--- src/rtl/pw_vault_ctrl.sv ---
`default_nettype none
// ============================================================================
// Module   : pw_vault_ctrl
// Brief    : Per-user password vault with digit entry, in-session password
//            change and optional failed-attempt lockout (PW_LOCKOUT_EN).
// Revision : 1.0 - initial parametrised release
// ============================================================================
module pw_vault_ctrl #(
    parameter int                               NUM_USERS   = 8,
    parameter int                               DIGIT_W     = 4,
    parameter int                               PW_DIGITS   = 4,
    parameter logic [DIGIT_W*PW_DIGITS-1:0]     INIT_PW     = 16'h1234,
    parameter int                               MAX_TRIES   = 3,
    parameter int                               LOCK_CYCLES = 1024,
    localparam int                              UID_W = (NUM_USERS > 1) ? $clog2(NUM_USERS) : 1,
    localparam int                              CNT_W = $clog2(PW_DIGITS + 1),
    localparam int                              PW_W  = DIGIT_W * PW_DIGITS
) (
    input  logic                clock,
    input  logic                rst,
    input  logic [UID_W-1:0]    user_id,
    input  logic [DIGIT_W-1:0]  digit_in,
    input  logic                digit_valid,
    input  logic                enter,
    input  logic                change_req,
    input  logic                log_out,
    output logic                auth_bit,
    output logic                green_led,
    output logic                red_led,
    output logic [2:0]          status,
    output logic [CNT_W-1:0]    digit_count,
    output logic [3:0]          fail_count
);

    typedef enum logic [2:0] {
        S_IDLE    = 3'd0,
        S_ENTRY   = 3'd1,
        S_CHECK   = 3'd2,
        S_GRANTED = 3'd3,
        S_CHANGE  = 3'd4,
        S_LOCKED  = 3'd5
    } state_t;

    localparam logic [2:0]       c_ST_IDLE    = 3'd0;
    localparam logic [2:0]       c_ST_ENTRY   = 3'd1;
    localparam logic [2:0]       c_ST_GRANTED = 3'd2;
    localparam logic [2:0]       c_ST_DENIED  = 3'd3;
    localparam logic [2:0]       c_ST_CHANGE  = 3'd4;
    localparam logic [2:0]       c_ST_CHANGED = 3'd5;
    localparam logic [CNT_W-1:0] c_FULL       = CNT_W'(PW_DIGITS);

`ifdef PW_LOCKOUT_EN
    localparam int               TMR_W        = (LOCK_CYCLES > 1) ? $clog2(LOCK_CYCLES) : 1;
    localparam logic [TMR_W-1:0] c_LOCK_LOAD  = TMR_W'(LOCK_CYCLES - 1);
    localparam logic [3:0]       c_MAX_TRIES  = 4'(MAX_TRIES);
    localparam logic [2:0]       c_ST_LOCKED  = 3'd6;
`endif

    if (MAX_TRIES < 1 || MAX_TRIES > 15 || LOCK_CYCLES < 1 || NUM_USERS < 1 || PW_DIGITS < 1) begin : g_bad_param
        $error("pw_vault_ctrl: parameter out of range");
    end

    state_t             r_state, w_state;
    logic [PW_W-1:0]    r_buf, w_buf;
    logic [CNT_W-1:0]   r_cnt, w_cnt;
    logic [UID_W-1:0]   r_uid_q, w_uid_q;
    logic [PW_W-1:0]    r_slot [NUM_USERS];
    logic               r_auth, w_auth;
    logic               r_red, w_red;
    logic [2:0]         r_status, w_status;
    logic [3:0]         r_fail, w_fail;
    logic               w_wr_en;
`ifdef PW_LOCKOUT_EN
    logic [TMR_W-1:0]   r_timer, w_timer;
`endif

    logic [PW_W-1:0]    w_buf_sh;
    logic [PW_W-1:0]    w_slot_sel;
    logic               w_uid_ok;
    logic               w_full;
    logic               w_shift;
    logic               w_match;
    logic [3:0]         w_fail_inc;

    if (PW_DIGITS > 1) begin : g_shift_multi
        assign w_buf_sh = {r_buf[PW_W-DIGIT_W-1:0], digit_in};
    end else begin : g_shift_single
        assign w_buf_sh = digit_in;
    end

    // Explicit decode so an out-of-range uid_q can never alias onto a slot
    always_comb begin
        w_uid_ok   = 1'b0;
        w_slot_sel = '0;
        for (int i = 0; i < NUM_USERS; i++) begin
            if (r_uid_q == UID_W'(i)) begin
                w_uid_ok   = 1'b1;
                w_slot_sel = r_slot[i];
            end
        end
    end

    assign w_full     = (r_cnt == c_FULL);
    assign w_shift    = digit_valid && !enter && !w_full;
    assign w_match    = w_uid_ok && (w_slot_sel == r_buf);
    assign w_fail_inc = (r_fail == 4'hF) ? r_fail : r_fail + 4'd1;

    always_comb begin
        w_state  = r_state;
        w_buf    = r_buf;
        w_cnt    = r_cnt;
        w_uid_q  = r_uid_q;
        w_auth   = r_auth;
        w_red    = r_red;
        w_status = r_status;
        w_fail   = r_fail;
        w_wr_en  = 1'b0;
`ifdef PW_LOCKOUT_EN
        w_timer  = r_timer;
`endif
        case (r_state)
            S_IDLE: begin
                if (digit_valid && !enter) begin
                    w_state  = S_ENTRY;
                    w_red    = 1'b0;
                    w_status = c_ST_ENTRY;
                    w_buf    = w_buf_sh;
                    w_cnt    = r_cnt + CNT_W'(1);
                end
            end
            S_ENTRY: begin
                if (enter) begin
                    if (w_full) begin
                        w_state = S_CHECK;
                        w_uid_q = user_id;
                    end
                end else if (w_shift) begin
                    w_buf = w_buf_sh;
                    w_cnt = r_cnt + CNT_W'(1);
                end
            end
            S_CHECK: begin
                w_buf = '0;
                w_cnt = '0;
                if (w_match) begin
                    w_state  = S_GRANTED;
                    w_auth   = 1'b1;
                    w_status = c_ST_GRANTED;
                    w_fail   = 4'd0;
                end else begin
                    w_state  = S_IDLE;
                    w_red    = 1'b1;
                    w_status = c_ST_DENIED;
                    w_fail   = w_fail_inc;
`ifdef PW_LOCKOUT_EN
                    if (w_fail_inc >= c_MAX_TRIES) begin
                        w_state  = S_LOCKED;
                        w_status = c_ST_LOCKED;
                        w_timer  = c_LOCK_LOAD;
                    end
`endif
                end
            end
            S_GRANTED: begin
                if (log_out) begin
                    w_state  = S_IDLE;
                    w_auth   = 1'b0;
                    w_status = c_ST_IDLE;
                    w_buf    = '0;
                    w_cnt    = '0;
                end else if (change_req) begin
                    w_state  = S_CHANGE;
                    w_status = c_ST_CHANGE;
                    w_buf    = '0;
                    w_cnt    = '0;
                end else if (digit_valid || enter) begin
                    // Any strobe retires the "changed" indication
                    w_status = c_ST_GRANTED;
                end
            end
            S_CHANGE: begin
                if (log_out) begin
                    w_state  = S_IDLE;
                    w_auth   = 1'b0;
                    w_status = c_ST_IDLE;
                    w_buf    = '0;
                    w_cnt    = '0;
                end else if (enter) begin
                    if (w_full) begin
                        w_wr_en  = w_uid_ok;
                        w_state  = S_GRANTED;
                        w_status = c_ST_CHANGED;
                        w_buf    = '0;
                        w_cnt    = '0;
                    end
                end else if (w_shift) begin
                    w_buf = w_buf_sh;
                    w_cnt = r_cnt + CNT_W'(1);
                end
            end
`ifdef PW_LOCKOUT_EN
            S_LOCKED: begin
                if (r_timer == '0) begin
                    w_state  = S_IDLE;
                    w_status = c_ST_IDLE;
                    w_red    = 1'b0;
                    w_fail   = 4'd0;
                end else begin
                    w_timer = r_timer - TMR_W'(1);
                end
            end
`endif
            default: begin
                w_state = S_IDLE;
            end
        endcase
    end

    always_ff @(posedge clock or negedge rst) begin
        if (!rst) begin
            r_state  <= S_IDLE;
            r_buf    <= '0;
            r_cnt    <= '0;
            r_uid_q  <= '0;
            r_auth   <= 1'b0;
            r_red    <= 1'b0;
            r_status <= c_ST_IDLE;
            r_fail   <= 4'd0;
`ifdef PW_LOCKOUT_EN
            r_timer  <= '0;
`endif
        end else begin
            r_state  <= w_state;
            r_buf    <= w_buf;
            r_cnt    <= w_cnt;
            r_uid_q  <= w_uid_q;
            r_auth   <= w_auth;
            r_red    <= w_red;
            r_status <= w_status;
            r_fail   <= w_fail;
`ifdef PW_LOCKOUT_EN
            r_timer  <= w_timer;
`endif
        end
    end

    always_ff @(posedge clock or negedge rst) begin
        if (!rst) begin
            for (int i = 0; i < NUM_USERS; i++) begin
                r_slot[i] <= INIT_PW;
            end
        end else if (w_wr_en) begin
            for (int i = 0; i < NUM_USERS; i++) begin
                if (r_uid_q == UID_W'(i)) begin
                    r_slot[i] <= r_buf;
                end
            end
        end
    end

    assign auth_bit    = r_auth;
    assign green_led   = r_auth;
    assign red_led     = r_red;
    assign status      = r_status;
    assign digit_count = r_cnt;
    assign fail_count  = r_fail;

endmodule
`default_nettype wire

--- config.mk ---
export PLATFORM = sky130hd
export DESIGN_NAME = pw_vault_ctrl
export DESIGN_NICKNAME = d
export VERILOG_FILES = /design/src/rtl/pw_vault_ctrl.sv
export SDC_FILE = /design/constraint.sdc
export NUM_CORES = 1
export LEC_CHECK = 0
export CAP_MARGIN = 20
export CORE_MARGIN = 2
export CORE_UTILIZATION = 31
export CTS_BUF_LIST = sky130_fd_sc_hd__clkbuf_16
export DETAILED_ROUTE_END_ITERATION = 8
export HOLD_SLACK_MARGIN = 0.02
export MAX_ROUTING_LAYER = met4
export SYNTH_ARGS = -nofsm -noshare
export SYNTH_HDL_FRONTEND = slang
export SYNTH_SLANG_ARGS = --single-unit
--- constraint.sdc ---
create_clock -name clock -period 3.45 [get_ports clock]
set_input_delay 0.69 -clock clock [delete_from_list [all_inputs] [get_ports clock]]
set_output_delay 0.69 -clock clock [all_outputs]
set_load 0.01 [all_outputs]
* Yosys cells after proc, flatten, opt, wreduce, memory -nomap -nowiden
Cells that the tools add are included.
Cells by class: add/subtract/negate cells 2, multipliers 0, div/mod/pow operators 0, order comparisons 0, eq/ne operators 27, shifts and indexed selects 0, mux-type cells 64, bitwise gates (word level) 0, reduce and logical (&&, ||, !) cells 28
Operators with widths (count):
- 16-bit 2-to-1 mux | 16
- 16-bit case mux with 5 select lines | 1
- 3-bit 2-to-1 mux | 22
- 3-bit case mux with 5 select lines | 2
- 3-bit equality test (second input constant) | 6
- 2-bit AND reduction | 9
- 1-bit 2-to-1 mux | 17
- 16-bit equality test | 1
- 2-bit inequality test (second input constant) | 7
- 3-bit by 2-bit equality test with 1-bit output (second input constant) | 4
- 3-bit case mux with 4 select lines | 1
- 5-bit AND reduction | 2
- 3-bit inequality test (second input constant) | 3
- 3-bit AND reduction | 3
- 4-bit 2-to-1 mux | 2
- 4-bit inequality test (second input constant) | 2
- 3-bit by 1-bit equality test with 1-bit output (second input constant) | 2
- 3-bit zero test | 2
- 6-bit AND reduction | 1
- 5-bit nonzero test | 1
- 4-bit by 1-bit adder with 4-bit output (second input constant) | 1
- 4-bit equality test (second input constant) | 1
- 1-bit case mux with 2 select lines | 2
- 2-bit nonzero test | 2
- other kinds (8) | 11
Word-level totals: flip-flop bits (word level) 162, bits in latches 0, RAM bits 0, bits in read-only memories 0, input bits 13, output and inout port bits 13, logic and storage cells 137, memories 0

* Longest topological paths before layout
Gate-level depths: netlist of run 1.
depth in word-level cells 14, depth in mapped cells 12, gate-level depth less buffers 9

* Worst setup path before layout of run 1
No wires, ideal clock.
kind in2reg, from input port log_out, to register r_slot[90] (netlist bit), library setup time 0.125 ns, arrival time 2.907 ns, required time 3.325 ns, setup slack 0.418 ns, stages on the path 8, buffers on the path 3, path through clkbuf_1 -> or4b_2 -> clkbuf_1 -> nor2_1 -> nand2_1 -> nor2_1 -> buf_2 -> mux2_2
On the way: word-level cells in the longest chain between the ends 3
RTL lines:
- from (decl) | RTL line 26 | input logic log_out,
- 1-bit 2-to-1 mux | RTL line 182 | if (log_out) begin
- 1-bit 2-to-1 mux | RTL line 121 | case (r_state)
- 2-bit AND reduction (no source line)
- to (signal, indexed assignment) | RTL line 255 | r_slot[i] <= r_buf;
- to (decl) | RTL line 67 | logic [PW_W-1:0] r_slot [NUM_USERS];
No other way between the ends. A chain may end at the register's enable or synchronous reset.

* Worst setup path in the final report of run 1
from register r_uid_q[1], to register r_auth, in the netlist auth_bit
On the way: word-level cells in the longest chain between the ends 13, elaborated cells between the ends (all ways) 28, those cells by class 9 x eq/ne; 16 x mux; 3 x reduce/logical
RTL lines:
- from (decl) | RTL line 66 | logic [UID_W-1:0] r_uid_q, w_uid_q;
- from (signal assigned) | RTL line 236 | r_uid_q <= w_uid_q;
- 3-bit zero test | RTL line 96 | if (r_uid_q == UID_W'(i)) begin
- 16-bit 2-to-1 mux (8 in series) | RTL line 96
- 16-bit equality test | RTL line 105 | assign w_match = w_uid_ok && (w_slot_sel == r_buf);
- 1-bit logical AND * | RTL line 105
- 2-bit inequality test (no source line) *
- 3-bit AND reduction (no source line) *
- to (signal assigned) | RTL line 237 | r_auth <= w_auth;
- to (decl) | RTL line 68 | logic r_auth, w_auth;
Mark *: on every way between the ends. The rest lies on a longest branch, timed or not.

==> results.py, run 1 <==
metrics = {
    "min_path": {
        "hp-class": "input port to async pin",
    },
    "clock_network": {
        "clockBufferDepth": 2,
        "cts_tree": "built",
        "post_cts_resized": 0,
        "post-cts-setup-buffer-count": 0,
        "root_buffer": "clkbuf_16",
        "cts.sinks": 162,
        "cts_max_level": 4,
        "clkLatencyLatePin_ns": 0.44,
        "cts_hold_buf": 0,
        "clk_pin_slew_ns": 0.07,
        "cts_buffers": 17,
    },
    "synthesis": {
        "yosysSeqAreaShare_pct": 50.6,
        "yosys_most_used_dff": "dfrtp_1",
        "synth_edf_count": 0,
        "synth-async-reset-ratio_pct": 100,
        "ys_warn_count": 0,
        "yosys.cell_types.count": 64,
        "avgSynthCellArea_um2": 11.7,
        "netlist_area_um2": 8110,
        "syn_inst": 692,
        "yosys-top-cells-area": "dfrtp_1 (38%), mux2_2 (17%), dfstp_2 (13%)",
        "synth-seq-cells": 162,
        "yosys.area.top_type": "dfrtp_1",
        "synth_top_area_share_pct": 37.6,
        "synthesis.nets": 708,
    },
    "die": {
        "design.die.area_um2": 27500,
        "die_w_um": 166,
        "die_h_um": 166,
        "std_cell_rows": 59,
        "core_um2": 25900,
        "ios": 26,
        "initial_utilization_pct": 31.3,
    },
    "final_layout": {
        "final_cell_mix": "mux2_2 (126), dfrtp_1 (119), nor2_1 (43), mux2i_1 (43), nand2_1 (42)",
        "layout-drive-gt1-share_pct": 34.8,
        "n_antenna_cell": 0,
        "utilization_pct": 36.4,
        "mostFrequentLayoutCell": "mux2_2",
        "area_delta_synth_final_pct": 16.2,
        "nets": 730,
    },
    "setup_path": {
        "setup.worst_path.class": "flip-flop to flip-flop",
        "critPathRequiredTime_ns": 3.79,
        "crit_path_end_kind": "flip-flop",
        "worstPathArrival_ns": 3.45,
        "startpoint_type": "flip-flop",
        "cp_max_fo": 11,
        "reg2regPathDepth": 9,
    },
    "route": {
        "drt_iter0_markers": 474,
        "routed_wirelength_um": 19300,
        "route.detailed.drc": 0,
        "first_pass_iters": 4,
        "vias_per_cell": 5.11,
        "vias": 5426,
        "avgRoutedWirePerCell_um": 18.1,
        "ant_nets": 0,
    },
    "run_status": {
        "outcome": "finished clean",
    },
    "sta": {
        "maxSlewHeadroom_pct": 57.3,
        "tns_ns": 0,
        "rsz0062_at_grt": "no",
        "setup_violations": 0,
        "min_period_over_period_pct": 90.0,
        "worst_slew_pin_slew_ns": 0.634,
        "hold_viol": 0,
        "maxSlewViolCount": 0,
        "clock.fmax_mhz": 322,
        "clock_skew_ns": 0.0143,
        "period_minus_slack_ns": 3.11,
    },
    "global_routing": {
        "grt_use_met1_pct": 20.9,
        "grt_pass1_vias": 5524,
        "grt_overflow": 0,
        "grt_pass1_wl_um": 31800,
        "grt_usage_pct": 15.1,
        "grt_max_degree": 69,
        "antenna_found_initial": 0,
        "met2_usage_pct": 22.2,
        "use_met3_pct": 2.69,
        "globalRoute.busiestLayer": "met2",
    },
    "placed_design": {
        "gp_congestion": 0.823,
        "hpwl_um": 12900,
        "io_buffers": 25,
    },
    "pwr": {
        "ir_drop_uv": 386,
        "leakagePower_uw": 0.00410,
        "p_per_area_nw_per_um2": 693,
    },
    "run": {
        "drv_cap": 0,
    },
}
==> layer usage <==
| metal | routed length, µm | part of all wire [%] | up-vias |
|---|---|---|---|
| met2 | 8780 | 46 | 105 |
| met4 | 333 | 1.7 | 0 |
| met5 | 0 | 0 | - |
| met3 | 974 | 5.1 | 27 |
| li1 | - | - | 2544 |
| met1 | 9190 | 48 | 2750 |
==> power breakdown <==
| group | switching (µW) | leakage, µW | internal (µW) |
|---|---|---|---|
| logic | 1200 | 0.00177 | 944 |
| registers | 442 | 0.00205 | 2080 |
| clock network | 800 | 0.000279 | 1070 |
| total | 2440 | 0.00410 | 4090 |
==> flip-flops by register name (all words and copies together), names as in the netlist <==
| signal | flops |
|---|---|
| r_slot | 128 |
| r_buf | 16 |
| fail_count | 4 |
| digit_count | 3 |
| r_state | 3 |
| r_uid_q | 3 |
| status | 3 |
| auth_bit | 1 |
| red_led | 1 |
==> cells by family after synthesis <==
family	share of synthesized area [%]
compound gates	9.33
xor+xnor	1.51
fa+ha+maj	0.463
buf+inv	4.07
flops	50.6
mux	25.1
simple gates	8.94
==> cells in the mapped netlist, drive strengths merged, types with 8 or more instances <==
master,number
mux2,126
dfrtp,122
nor2,48
mux2i,43
nand2,42
dfstp,40
clkbuf,32
o21ai,28
buf,24
a21oi,22
inv,17
o22ai,11
xnor2,11
nand3,10
nand2b,9
mux4,8
==> path summary, 6_finish.rpt <==
check	from	endpoint	slack, ns
min in group clock	r_slot[23]	r_slot[23]	0.48
worst max-delay path	r_uid_q[1]	auth_bit	0.34
worst max register to register	r_uid_q[1]	auth_bit	0.34
max in group asynchronous	rst	r_slot[73]	2.49
worst min register to register	r_slot[23]	r_slot[23]	0.48
worst min-delay path	rst	red_led	0.17
==> per-stage QoR <==
step	area (µm²)	instances	total power, µW	hold WS, ns	worst slack (ns)
final	9430	1062	6530	0.174	0.344
after global routing	9430	1062	6920	0.209	0.118
after CTS	9430	1062	6580	0.191	0.340
after detailed placement	8850	1030	4690	0.470	0.336
after global placement	8850	1030	4700	0.464	0.337
after floorplan	8110	692	3920	0.394	0.418
==> layout make-up <==
class / instances / area [µm²]
Clock buffer: 17 / 425
Clock inverter: 15 / 156
Fill cell: 2517 / 16500
Inverter: 18 / 67.6
Multi-Input combinational cell: 456 / 3700
Sequential cell: 162 / 4110
Tap cell: 335 / 419
Timing Repair Buffer: 59 / 557
==> worst max-delay path, stage by stage, from the launching register on <==
cell and delay [ns]:
dfrtp_2 0.57, buf_4 0.25, mux2_2 0.35, a221oi_1 0.32, a211o_1 0.15, o22ai_1 0.08
nor4_1 0.43, nand4_1 0.19, or3_4 0.41, a221oi_2 0.26
Note: power is estimated with default switching activity, not from simulation.
==> run 2, diff against run 1 <==
- clock period: 3.45 -> 3.34 ns (I/O delays scaled with it)
==> results.py, run 2 (synthesis results as in run 1) <==
metrics = {
    "run_status": {
        "outcome": "finished clean",
    },
    "route": {
        "avgRoutedWirePerCell_um": 18.6,
        "ant_nets": 0,
        "drt_iter0_markers": 413,
        "first_pass_iters": 5,
        "route.detailed.drc": 0,
        "vias_per_cell": 5.13,
        "vias": 5500,
        "routed_wirelength_um": 19900,
    },
    "final_layout": {
        "final_cell_mix": "mux2_2 (126), dfrtp_1 (119), nor2_1 (43), mux2i_1 (43), nand2_1 (42)",
        "n_antenna_cell": 0,
        "layout-drive-gt1-share_pct": 35.4,
        "utilization_pct": 36.8,
        "final-seq-area_um2": 4110,
        "multi_input_area_um2": 3700,
        "mostFrequentLayoutCell": "mux2_2",
        "regMostFlops": "r_slot",
        "largest_register_ff_count": 128,
        "nets": 740,
        "stdcell_count": 1072,
        "area_delta_synth_final_pct": 17.4,
        "fillers": 2505,
        "final_cell_area_um2": 9520,
    },
    "sta": {
        "clock.fmax_mhz": 320,
        "maxSlewViolCount": 0,
        "rsz0062_at_grt": "no",
        "hold-worst-slack_ns": 0.211,
        "worst_slew_pin_slew_ns": 0.551,
        "hold_viol": 0,
        "tns_ns": 0,
        "maxSlewHeadroom_pct": 63.3,
        "min_period_over_period_pct": 93.5,
        "setup_violations": 0,
        "period_minus_slack_ns": 3.12,
        "clock_skew_ns": 0.00844,
    },
    "global_routing": {
        "grt_overflow": 0,
        "grt_pass1_wl_um": 32000,
        "antenna_found_initial": 0,
        "grt_usage_pct": 15.3,
        "grt_pass1_vias": 5509,
        "grt_max_degree": 58,
    },
    "clock_network": {
        "cts_tree": "built",
        "clkLatencyLatePin_ns": 0.42,
        "cts_hold_buf": 0,
        "root_buffer": "clkbuf_16",
        "cts.sinks": 162,
        "clk_pin_slew_ns": 0.06,
        "clockBufferDepth": 2,
        "cts_max_level": 4,
        "cts_buffers": 17,
    },
    "placed_design": {
        "gp_congestion": 0.830,
        "io_buffers": 25,
        "hpwl_um": 13300,
        "place_area_um2": 8950,
        "dp.cells": 1040,
    },
    "die": {
        "die_w_um": 166,
        "core_um2": 25900,
        "std_cell_rows": 59,
        "die_h_um": 166,
        "design.die.area_um2": 27500,
        "ios": 26,
        "initial_utilization_pct": 31.3,
    },
    "setup_path": {
        "critical_path.max_stage_delay_ns": 0.62,
        "cp_slowest_cell": "dfrtp_2",
        "startpoint_type": "flip-flop",
        "critPathBufInv": 2,
        "worstPathArrival_ns": 3.45,
        "critPathRequiredTime_ns": 3.67,
        "cp_top_family": "simple AND/OR/NAND/NOR gates",
        "cp_max_fo": 20,
        "crit_path_end_kind": "flip-flop",
        "setup.worst_path.class": "flip-flop to flip-flop",
        "crit_chain": "buf_12 > clkinv_1 > mux2i_1 > xnor2_1 > nor4_1 > o2111ai_1 > or2_1 > or3_4 > a221oi_2",
    },
    "run": {
        "drv_cap": 0,
    },
    "pwr": {
        "leakagePower_uw": 0.00416,
        "p_per_area_nw_per_um2": 713,
        "ir_drop_uv": 389,
    },
    "min_path": {
        "hp-class": "input port to async pin",
    },
}
run 2: changes by cell type in the layout (fill, tap and decap cells not counted), sizes merged:
cell    delta
buf       +10
clkinv     +1
inv        -1
run 2: final cells by class:
| cell class | count | share of cell area (%) |
|---|---|---|
| Clock inverter | 15 | 1.54 |
| Clock buffer | 17 | 4.47 |
| Multi-Input combinational cell | 456 | 38.8 |
| Tap cell | 335 | 4.40 |
| Sequential cell | 162 | 43.2 |
| Inverter | 18 | 0.709 |
| Timing Repair Buffer | 69 | 6.90 |
run 2: path summary, 6_finish.rpt:
check	endpoint	slack, ns	cells after the start	from
max	auth_bit	0.22	9	r_uid_q[2]
min	r_state[2]	0.21	1	rst
max reg2reg	auth_bit	0.22	9	r_uid_q[2]
min reg2reg	r_slot[40]	0.48	2	r_slot[40]
max in group asynchronous	r_slot[4]	2.26	2	rst
min in group clock	r_slot[40]	0.48	2	r_slot[40]
run 2: stage by stage:
step	power (µW)	setup WS, ns
after detailed placement	4890	0.188
final	6790	0.219
after global placement	4890	0.211
after global routing	7180	0.0410
after CTS	6820	0.191
after floorplan	4050	0.330
run 2: metal layers:
metal  global-route usage [%]  wire length [µm]  vias to the layer above
met3                     2.76               717                       28
met1                     21.3              9740                     2831
li1                         -                 -                     2545
met2                     23.1              9140                       96
met4                     4.27               337                        0
met5                        -                 0                        -
run 2: power breakdown:
part | switching, µW | leakage [µW] | internal, µW
logic | 1250 | 0.00183 | 1020
clock network | 816 | 0.000281 | 1090
registers | 462 | 0.00205 | 2150
run 2: repair_timing:
| item | 4_1_cts | 5_1_grt |
|---|---|---|
| endpoints found under the setup margin | 0 | 1 |
| buffers inserted | 0 | 0 |
| resized for setup | 0 | 1 |
==> run 3, diff against run 2 <==
- CTS_CLUSTER_SIZE: not set -> 20
- SLEW_MARGIN: not set -> 20
==> results of run 3 <==
The final DEF is identical to that of run 2; final timing and power are the same.
